<file path="src/rtl/pc_sequencer.sv">
// pc_sequencer: fetch/execute control FSM for the program counter block.
// The optional retired-instruction counter is enabled by defining PC_SEQ_PERF_EN.
// Latency: each instruction takes 1 + W + 1 cycles (W = ack wait cycles, min 2).
// Backpressure: holds FETCH with imem_req high until imem_ack; faults and halts after TIMEOUT cycles.
module pc_sequencer #(
  parameter int IMM_W   = 5,
  parameter int TIMEOUT = 8,
  parameter int PERF_W  = 16
) (
  input  logic              i_clock,
  input  logic              i_reset,
  input  logic              i_run,
  output logic              o_imem_req,
  input  logic              i_imem_ack,
  input  logic [1:0]        i_op_class,
  input  logic [IMM_W-1:0]  i_imm_in,
  input  logic              i_skip_cond,
  output logic              o_ir_load,
  output logic              o_reg_write,
  output logic              o_pc_write,
  output logic [1:0]        o_sig_pc_src,
  output logic [IMM_W-1:0]  o_j_type_immediate,
  output logic              o_busy,
  output logic              o_halted,
  output logic              o_fault,
  output logic [PERF_W-1:0] o_instr_count
);

  typedef enum logic [1:0] {S_IDLE, S_FETCH, S_EXEC, S_HALT} state_t;

  localparam logic [1:0] OP_ALU  = 2'b00;
  localparam logic [1:0] OP_JMP  = 2'b01;
  localparam logic [1:0] OP_SKIP = 2'b10;
  localparam logic [1:0] OP_HALT = 2'b11;

  localparam logic [1:0] SRC_DFT  = 2'b00;
  localparam logic [1:0] SRC_JMP  = 2'b01;
  localparam logic [1:0] SRC_SKIP = 2'b10;

  // Last FETCH cycle index; an ack on this cycle is still accepted.
  localparam logic [7:0] LP_WAIT_LAST = 8'(TIMEOUT - 1);

  state_t           r_state;
  logic [1:0]       r_op;
  logic [IMM_W-1:0] r_jimm;
  logic [7:0]       r_wait_cnt;
  logic             r_fault;

  // State sequencing, instruction latch, fetch-wait counter and sticky fault.
  always_ff @(posedge i_clock or posedge i_reset) begin
    if (i_reset) begin
      r_state    <= S_IDLE;
      r_op       <= OP_ALU;
      r_jimm     <= '0;
      r_wait_cnt <= '0;
      r_fault    <= 1'b0;
    end else begin
      case (r_state)
        S_IDLE: begin
          if (i_run) begin
            r_state <= S_FETCH;
            r_fault <= 1'b0;
          end
        end
        S_FETCH: begin
          if (i_imem_ack) begin
            r_op       <= i_op_class;
            // Jump offset is registered at capture so it is stable throughout EXEC.
            if (i_op_class == OP_JMP) r_jimm <= i_imm_in;
            r_wait_cnt <= '0;
            r_state    <= S_EXEC;
          end else if (r_wait_cnt == LP_WAIT_LAST) begin
            r_wait_cnt <= '0;
            r_fault    <= 1'b1;
            r_state    <= S_HALT;
          end else begin
            r_wait_cnt <= r_wait_cnt + 8'd1;
          end
        end
        S_EXEC: begin
          r_state <= (r_op == OP_HALT) ? S_HALT : S_FETCH;
        end
        S_HALT: begin
          if (i_run) begin
            r_state <= S_FETCH;
            r_fault <= 1'b0;
          end
        end
        default: r_state <= S_IDLE;
      endcase
    end
  end

  // Strobes decoded from registered state and latched class, so reset drops them at once.
  always_comb begin
    o_imem_req   = 1'b0;
    o_ir_load    = 1'b0;
    o_reg_write  = 1'b0;
    o_pc_write   = 1'b0;
    o_sig_pc_src = SRC_DFT;
    case (r_state)
      S_FETCH: begin
        o_imem_req = 1'b1;
        o_ir_load  = i_imem_ack;
      end
      S_EXEC: begin
        case (r_op)
          OP_ALU: begin
            o_reg_write = 1'b1;
            o_pc_write  = 1'b1;
          end
          OP_JMP: begin
            o_pc_write   = 1'b1;
            o_sig_pc_src = SRC_JMP;
          end
          OP_SKIP: begin
            o_pc_write   = 1'b1;
            o_sig_pc_src = i_skip_cond ? SRC_SKIP : SRC_DFT;
          end
          default: ;
        endcase
      end
      default: ;
    endcase
  end

  assign o_j_type_immediate = r_jimm;
  assign o_busy             = (r_state == S_FETCH) || (r_state == S_EXEC);
  assign o_halted           = (r_state == S_HALT);
  assign o_fault            = r_fault;

`ifdef PC_SEQ_PERF_EN
  logic [PERF_W-1:0] r_instr_count;

  // Saturating count of retired non-HALT instructions.
  always_ff @(posedge i_clock or posedge i_reset) begin
    if (i_reset) begin
      r_instr_count <= '0;
    end else if ((r_state == S_EXEC) && (r_op != OP_HALT) && (r_instr_count != '1)) begin
      r_instr_count <= r_instr_count + 1'b1;
    end
  end

  assign o_instr_count = r_instr_count;
`else
  assign o_instr_count = '0;
`endif

endmodule

</file>
<file path="config.mk">
export PLATFORM = sky130hd
export DESIGN_NAME = pc_sequencer
export DESIGN_NICKNAME = d
export VERILOG_FILES = /design/src/rtl/pc_sequencer.sv
export SDC_FILE = /design/constraint.sdc
export NUM_CORES = 1
export LEC_CHECK = 0
export CAP_MARGIN = 15
export CORE_ASPECT_RATIO = 0.5
export CORE_MARGIN = 3
export CORE_UTILIZATION = 33
export CTS_CLUSTER_DIAMETER = 200
export DETAILED_ROUTE_END_ITERATION = 6
export GPL_TIMING_DRIVEN = 0
export PLACE_DENSITY = 0.73
export SYNTH_ARGS = -nofsm -noshare
export SYNTH_HDL_FRONTEND = slang
export SYNTH_SLANG_ARGS = --single-unit
</file>
<file path="constraint.sdc">
create_clock -name i_clock -period 2 [get_ports i_clock]
set_clock_uncertainty 0.1 [all_clocks]
set_input_delay 0.3 -clock i_clock [delete_from_list [all_inputs] [get_ports i_clock]]
set_output_delay 0.3 -clock i_clock [all_outputs]
set_load 0.01 [all_outputs]
</file>
Word level (Yosys, flattened, before mapping)

Index checks and enable logic that the tools add are counted.

$lt $le $gt $ge: 0
Eq/ne operators: 12
$mul: 0
Bitwise gates (word level): 0
Div/mod/pow operators: 0
Add/subtract/negate cells: 1
Multiplexer cells: 20
Shift-type cells: 0
Reduce and logical (&&, ||, !) cells: 10

Operators with widths:

| kind                                                                     | number |
|---|---|
| 8-bit 2-to-1 mux                                                         | 2 |
| 2-bit 2-to-1 mux                                                         | 6 |
| 1-bit 2-to-1 mux                                                         | 9 |
| 8-bit by 1-bit adder with 8-bit output (second input constant)           | 1 |
| 2-bit equality test (second input constant)                              | 4 |
| 8-bit by 3-bit equality test with 1-bit output (second input constant)   | 1 |
| 2-bit by 1-bit equality test with 1-bit output (second input constant)   | 3 |
| 2-bit one-hot mux with 3 select lines                                    | 1 |
| 2-bit logical NOT                                                        | 2 |
| 2-bit inequality test (second input constant)                            | 2 |
| 2-bit one-hot mux with 2 select lines                                    | 1 |
| 2-bit AND reduction                                                      | 2 |
| 4-bit AND reduction                                                      | 1 |
| 3-bit inequality test (second input constant)                            | 1 |
| 3-bit AND reduction                                                      | 1 |
| 3-bit OR reduction                                                       | 1 |
| 2-bit by 1-bit inequality test with 1-bit output (second input constant) | 1 |
| 1-bit one-hot mux with 2 select lines                                    | 1 |
| 2-bit nonzero test                                                       | 1 |
| 2-bit OR reduction                                                       | 1 |
| 1-bit logical OR                                                         | 1 |

Flip-flop bits (word level): 18
Word-level logic and storage cells: 48
Output and inout bits: 30
Memory bits (read-only): 0
Input port bits: 12
Latch bits: 0
Memory bits (writable): 0
Memories: 0

Depth between registers and ports, before layout

Word-level depth: 4
Gate-level depth with buffers: 7
Gate-level depth less buffers: 6

Worst setup path after synthesis

OpenSTA, ideal clock, no wires.

Path type: reg-to-reg
Start: register r_state[0]
End: register r_jimm[0], in the netlist o_j_type_immediate[0]
Setup time: 0.125 ns
Setup slack: 0.373 ns
Data required time: 1.775 ns
Stages on the path, launching flop included: 7
Clock period less this slack: 1.627 ns
Data arrival time: 1.402 ns
Cells stage by stage: dfrtp_1 ha_1 buf_4 nand2_1 inv_2 nand3b_2 mux2_2

Longest elaborated chain between the ends: 2

Ends and longest elaborated chain:

| element                                        | RTL line | text |
|---|---|---|
| start, declared                                | 43       | `state_t r_state;` |
| start signal, assigned                         | 81       | `r_state <= (r_op == OP_HALT) ? S_HALT : S_FETCH;` |
| 2-bit by 1-bit equality test with 1-bit output | 58       | `case (r_state)` |
| 3-bit AND reduction (no source line)           | -        |  |
| end signal, assigned                           | 69       | `if (i_op_class == OP_JMP) r_jimm <= i_imm_in;` |
| end, declared                                  | 45       | `logic [IMM_W-1:0] r_jimm;` |

Every way passes these cells.
A chain may end at the register's enable or synchronous reset.

Worst setup path in the final report

Start: register r_state[0]
End: output o_ir_load

Longest elaborated chain between the ends: 2

Ends and longest elaborated chain:

| element                                        | RTL line | text |
|---|---|---|
| 2-bit by 1-bit equality test with 1-bit output | 101      | `case (r_state)` |
| 1-bit 2-to-1 mux                               | 101      |  |
| end, declared                                  | 18       | `output logic o_ir_load,` |

Every way passes these cells.

==> impl_metrics.ini <==
[run_status]
status = finished clean

[placed_design]
placed_area_sq_um = 1510
gp_congestion = 0.880
hpwl_um = 1740
io_buffers = 24

[cells_and_area]
drive_gt1_share_pct = 23.7
finish.net_count = 179
final_cell_area_sq_um = 1570
multi_input_area_sq_um = 596
seq_area_sq_um = 450
fillers = 308
diodes = 0
area_growth_pct = 35.4

[die]
core_sq_um = 3170
start_util_pct = 36.5
rows = 14
dieArea_sq_um = 4290
die_w_um = 89.7
die_y_um = 47.9
boundaryPins = 42

[timing]
final-max-slew-violation-count = 0
fin_crit_sh_pct = 96.1
setup_viol = 0
tightest_slew_ns = 0.707
finalHoldViolCount = 0
period_minus_slack_ns = 1.92
relSlewSlack_pct = 52.8
rsz0062_at_grt = false
fin_tns_setup_ns = 0
max_freq_mhz = 520

[drt]
dr.pass1.iters = 4
vias = 868
drt-initial-drc-count = 21
routed_wirelength_um = 2210
drc_errors = 0
routedWlPerCell_um = 10.8
vias_per_cell = 4.25
ant_nets = 0

[cts]
clock-sinks = 18
numCtsBuffers = 3
cts_tree = built
clk_latency_ns = 0.25
clockRootBuffer = clkbuf_8
htree_levels = 1
clockBufferDepth = 2
clkTransAtPathRegs_ns = 0.06
hold_buffers = 0

[worst_setup_path]
start_kind = register
critPathKind = reg2out
max_stage_delay_ns = 0.39
cpMaxStageDelayCell = dfrtp_1
worst-path-max-fanout = 9
path_common_cell = buf_4
path_cells = buf_4 -> ha_1 -> buf_4 -> nand2_1 -> inv_2 -> clkdlybuf4s15_1
reg2reg_from = r_state[0]$_DFFE_PP0P_
r2r_end = o_j_type_immediate[3]$_DFFE_PP0P_
cp_top_family = buffers and inverters
reg2regPathDepth = 7
worstPathArrival_ns = 1.52
end_kind = primary output
rrSetupSlack_ns = 0.22
critPathBufInv = 4
worst-endpoint-required_ns = 1.60

[global_routing]
grt_pass1_wl_um = 3630
grt-busiest-layer = met2
use_met3_pct = 4.08
grt_util_met2_pct = 18.2
antenna_found_initial = 0
first_global_vias = 774
grt_max_degree = 19
met1_usage_pct = 13.2
grt-ovfl-total = 0
grt_usage_pct = 10.6

[logic_synthesis]
synthArstFlopShare_pct = 100
synth_top_family_by_area = simple AND/OR/NAND/NOR gates
ys_seq_elements = 18
yosys.area_share.adder_pct = 9.74
avgSynthCellArea_sq_um = 10.2
synth_edf_count = 0
yosys_warnings = 0
yosys.area_share.simple_pct = 15.2
synthCells = 113
synthMuxAreaShare_pct = 7.58
synth-compound-area-share_pct = 13.6
synthXorXnorAreaFrac_pct = 0
synth_cell_types = 35
netlist_area_sq_um = 1160
synth_flop_cell = dfrtp_1
synth-seq-area-share_pct = 39.0

[min_path]
whs_endpoint = r_wait_cnt[1]$_DFFE_PP0N_
hold_path_startpoint = i_imem_ack
hold_class = in2reg
holdPathStages = 2

[job]
maxCapViolations = 0

[pwr]
p_leak_nw = 0.791
power_mw = 1.73
vdd_ir_drop_max_uv = 342
power_density_nw_per_um2 = 1100
## how the worst max path moves through the flow
stage / to / from / depth (start not counted)
after detailed placement: o_ir_load / r_state[1]$_DFFE_PP0P_ / 6
final: o_ir_load / r_state[0]$_DFFE_PP0P_ / 6
after global routing: o_ir_load / r_state[1]$_DFFE_PP0P_ / 6
after floorplan: o_j_type_immediate[0]$_DFFE_PP0P_ / r_state[0]$_DFFE_PP0P_ / 6
after global placement: o_ir_load / r_state[1]$_DFFE_PP0P_ / 6
after CTS: o_sig_pc_src[0] / r_state[0]$_DFFE_PP0P_ / 4
## cell families (layout without fill, tap and decap cells)
| family | Yosys count | in the layout |
|---|---|---|
| AND/OR/NAND/NOR | 28 | 28 |
| buffers and inverters | 26 | 54 |
| other | 1 | 16 |
| adder cells (fa/ha/maj) | 9 | 9 |
| multiplexers | 8 | 8 |
| AO/OA/AOI/OAI | 23 | 23 |
| flip-flops | 18 | 18 |
## cells in the final DEF, fill, tap and decap left out, types with 2 or more instances in the layout
master / netlist / layout
a21oi_1: 3 / 3
and2_1: 2 / 2
mux2i_1: 2 / 2
clkdlybuf4s50_1: 0 / 18
dlymetal6s2s_1: 0 / 2
nor2_1: 3 / 3
clkbuf_8: 0 / 3
dlygate4sd2_1: 0 / 3
buf_4: 17 / 18
o2bb2ai_1: 2 / 2
a31oi_1: 3 / 3
nand2_1: 9 / 9
ha_1: 9 / 8
nand3_1: 3 / 3
o21ai_0: 7 / 7
inv_1: 7 / 7
mux2_2: 6 / 6
a41oi_1: 2 / 2
conb_1: 1 / 16
dfrtp_1: 18 / 18
## layout make-up
class | instances | share of cell area, %
plain buffers | 18 | 8.87
clock buffers | 3 | 2.64
inverters | 8 | 1.92
multi-input cells | 84 | 38.0
flip-flops and latches | 18 | 28.8
well taps | 48 | 3.84
repair buffers | 25 | 15.9
## what timing repair did
action / CTS / global route
buffers inserted: 1 / 0
resized for setup: 4 / 4
endpoints found under the setup margin: 6 / 3
hold endpoints to repair: 0 / 0
## routing by layer
metal	share of wire (%)	wire length, um
met1	46	1020
met2	45	996
met3	7.8	173
met4	0.86	19
met5	0	0
## cells in the mapped netlist (2+ instances only)
cell,n,area share [%]
a21oi_1,3,1.3
a31oi_1,3,1.6
a41oi_1,2,1.5
and2_1,2,1.1
buf_4,17,11
dfrtp_1,18,39
ha_1,9,9.7
inv_1,7,2.3
mux2_2,6,5.8
mux2i_1,2,1.7
nand2_1,9,2.9
nand3_1,3,1.3
nor2_1,3,0.97
o21ai_0,7,3.0
o2bb2ai_1,2,1.5
## report_power, final
group | internal (mW) | total (mW) | switching (mW)
combinational | 0.459 | 0.865 | 0.406
clock | 0.134 | 0.247 | 0.113
sequential | 0.499 | 0.613 | 0.114
total | 1.09 | 1.73 | 0.633
## through the flow
step	hold WS (ns)	setup WS, ns	util, %	instances
5_1_grt	0.208	0.000204	49.4	204
3_3_place_gp	0.371	0.0814	47.7	200
3_5_place_dp	0.386	0.0811	47.7	200
4_1_cts	0.184	0.0122	49.1	204
6_report	0.191	0.0780	49.4	204
2_1_floorplan	0.139	0.373	-	128
## flip-flops by register name (all words and copies together) (netlist names)
| register | flops |
|---|---|
| r_wait_cnt | 8 |
| o_j_type_immediate | 5 |
| r_op | 2 |
| r_state | 2 |
| o_fault | 1 |
## worst register-to-register path: stages, from the launching register on
cell and delay (ns):
dfrtp_1 0.39, buf_4 0.15, ha_1 0.20, buf_4 0.17, nand2_1 0.07, inv_2 0.07, nand3b_2 0.15, mux2_2 0.37
Power figures use the tool's default switching activity.
==> RTL edit: new RTL, same settings <==
Build with the macro `PC_SEQ_PERF_EN` defined.
--- a/src/rtl/pc_sequencer.sv
+++ b/src/rtl/pc_sequencer.sv
@@ -4,2 +4,4 @@
 // Backpressure: holds FETCH with imem_req high until imem_ack; faults and halts after TIMEOUT cycles.
+`define PC_SEQ_PERF_EN
+
 module pc_sequencer #(
Function: changed (Yosys sat finds a counterexample within 4 cycles, from zero or initial values and one cycle with i_reset high).
==> RTL edit against the original RTL <==
Routed wire length grew 74%; cell area grew 62%; power grew 55%; clock power grew 110%; sequential share of layout area grew 4.8 points; first-iteration DRC count grew 130%; synthesized area grew 59%; setup slack is essentially flat; sequential cell count grew 16; critical path type unchanged.
==> RTL edit: results (changes against the original RTL) <==
* Post-DP HPWL at 2840 µm (+63%)
* Outcome: finished clean
* Mux contribution to synthesized area at 0.0625 (-0.0132)
* Yosys cell types at 40 (+14%)
* Vias per inst at 4.91 (+15%)
* P_leak at 1.14 nW (+44%)
* Vias in the first global route at 1433 (+85%)
* Met2 Use GR at 0.225 (+0.0438)
* Worst VDD drop at 339 µV (-0.91%)
* Final #Nets at 247 (+38%)
* Reg power frac at 0.380 (+0.025)
* Net Sw Frac at 0.341 (-0.0257)
* Sequential area share after synthesis at 0.462 (+0.0727)
* XOR/XNOR share of the synthesized area at 0.0523 (+0.0523)
* Reg2reg end: o_fault$_DFFE_PP0P_
* Register-to-register path setup slack at 80 ps (-140 ps)
* CTS H-tree depth at 2 (+1)
* Crit path max-delay cell type: clkdlybuf4s50_1
* Wl on met1 at 1690 µm (+66%)
* Post-synth top cells: dfrtp_1, nand2_1, nand3_1
* TritonCTS Buffers at 5 (+2)
* Critical Path Fanout Max at 4 (-5)
* Largest register FFs at 16 (+8)
* Clk pwr share at 0.192 (+0.049)
* Total GRT Usage at 0.120 (+0.0139)
* Worst Reg-to-Reg Cells at 5 (-2)
* HP Class: input port to asynchronous set/reset pin
* Post-synthesis adder-cell area fraction at 0.0680 (-0.0294)
* Origin of the worst setup path: r_state[1]$_DFFE_PP0P_
RTL edit: area by class of cell:
class / count / area, µm²
multi-input cells: 122 / 962
well taps: 70 / 87.6
fillers: 465 / 2630
repair buffers: 48 / 474
clock buffers: 7 / 86.3
flip-flops and latches: 34 / 851
plain buffers: 2 / 21.3
inverters: 12 / 45.0
clock inverters: 1 / 5.00
RTL edit: stage by stage:
| stage | area (µm²) | util | setup TNS (ps) | worst slack [ps] | std cells |
|---|---|---|---|---|---|
| 4_1_cts | 2500 | 0.485 | 0 | 7.36 | 292 |
| 2_1_floorplan | 1840 | - | 0 | 111 | 170 |
| 3_3_place_gp | 2340 | 0.453 | -228 | -198 | 281 |
| 6_report | 2530 | 0.491 | 0 | 78.4 | 296 |
| 3_5_place_dp | 2370 | 0.459 | -480 | -230 | 282 |
| 5_1_grt | 2530 | 0.491 | 0 | 5.59 | 296 |
RTL edit: timing repair:
action	in CTS	in global routing
gates resized for setup	18	4
buffers inserted	2	4
setup endpoints to repair	12	5
cloned	0	0
pin swaps	0	1
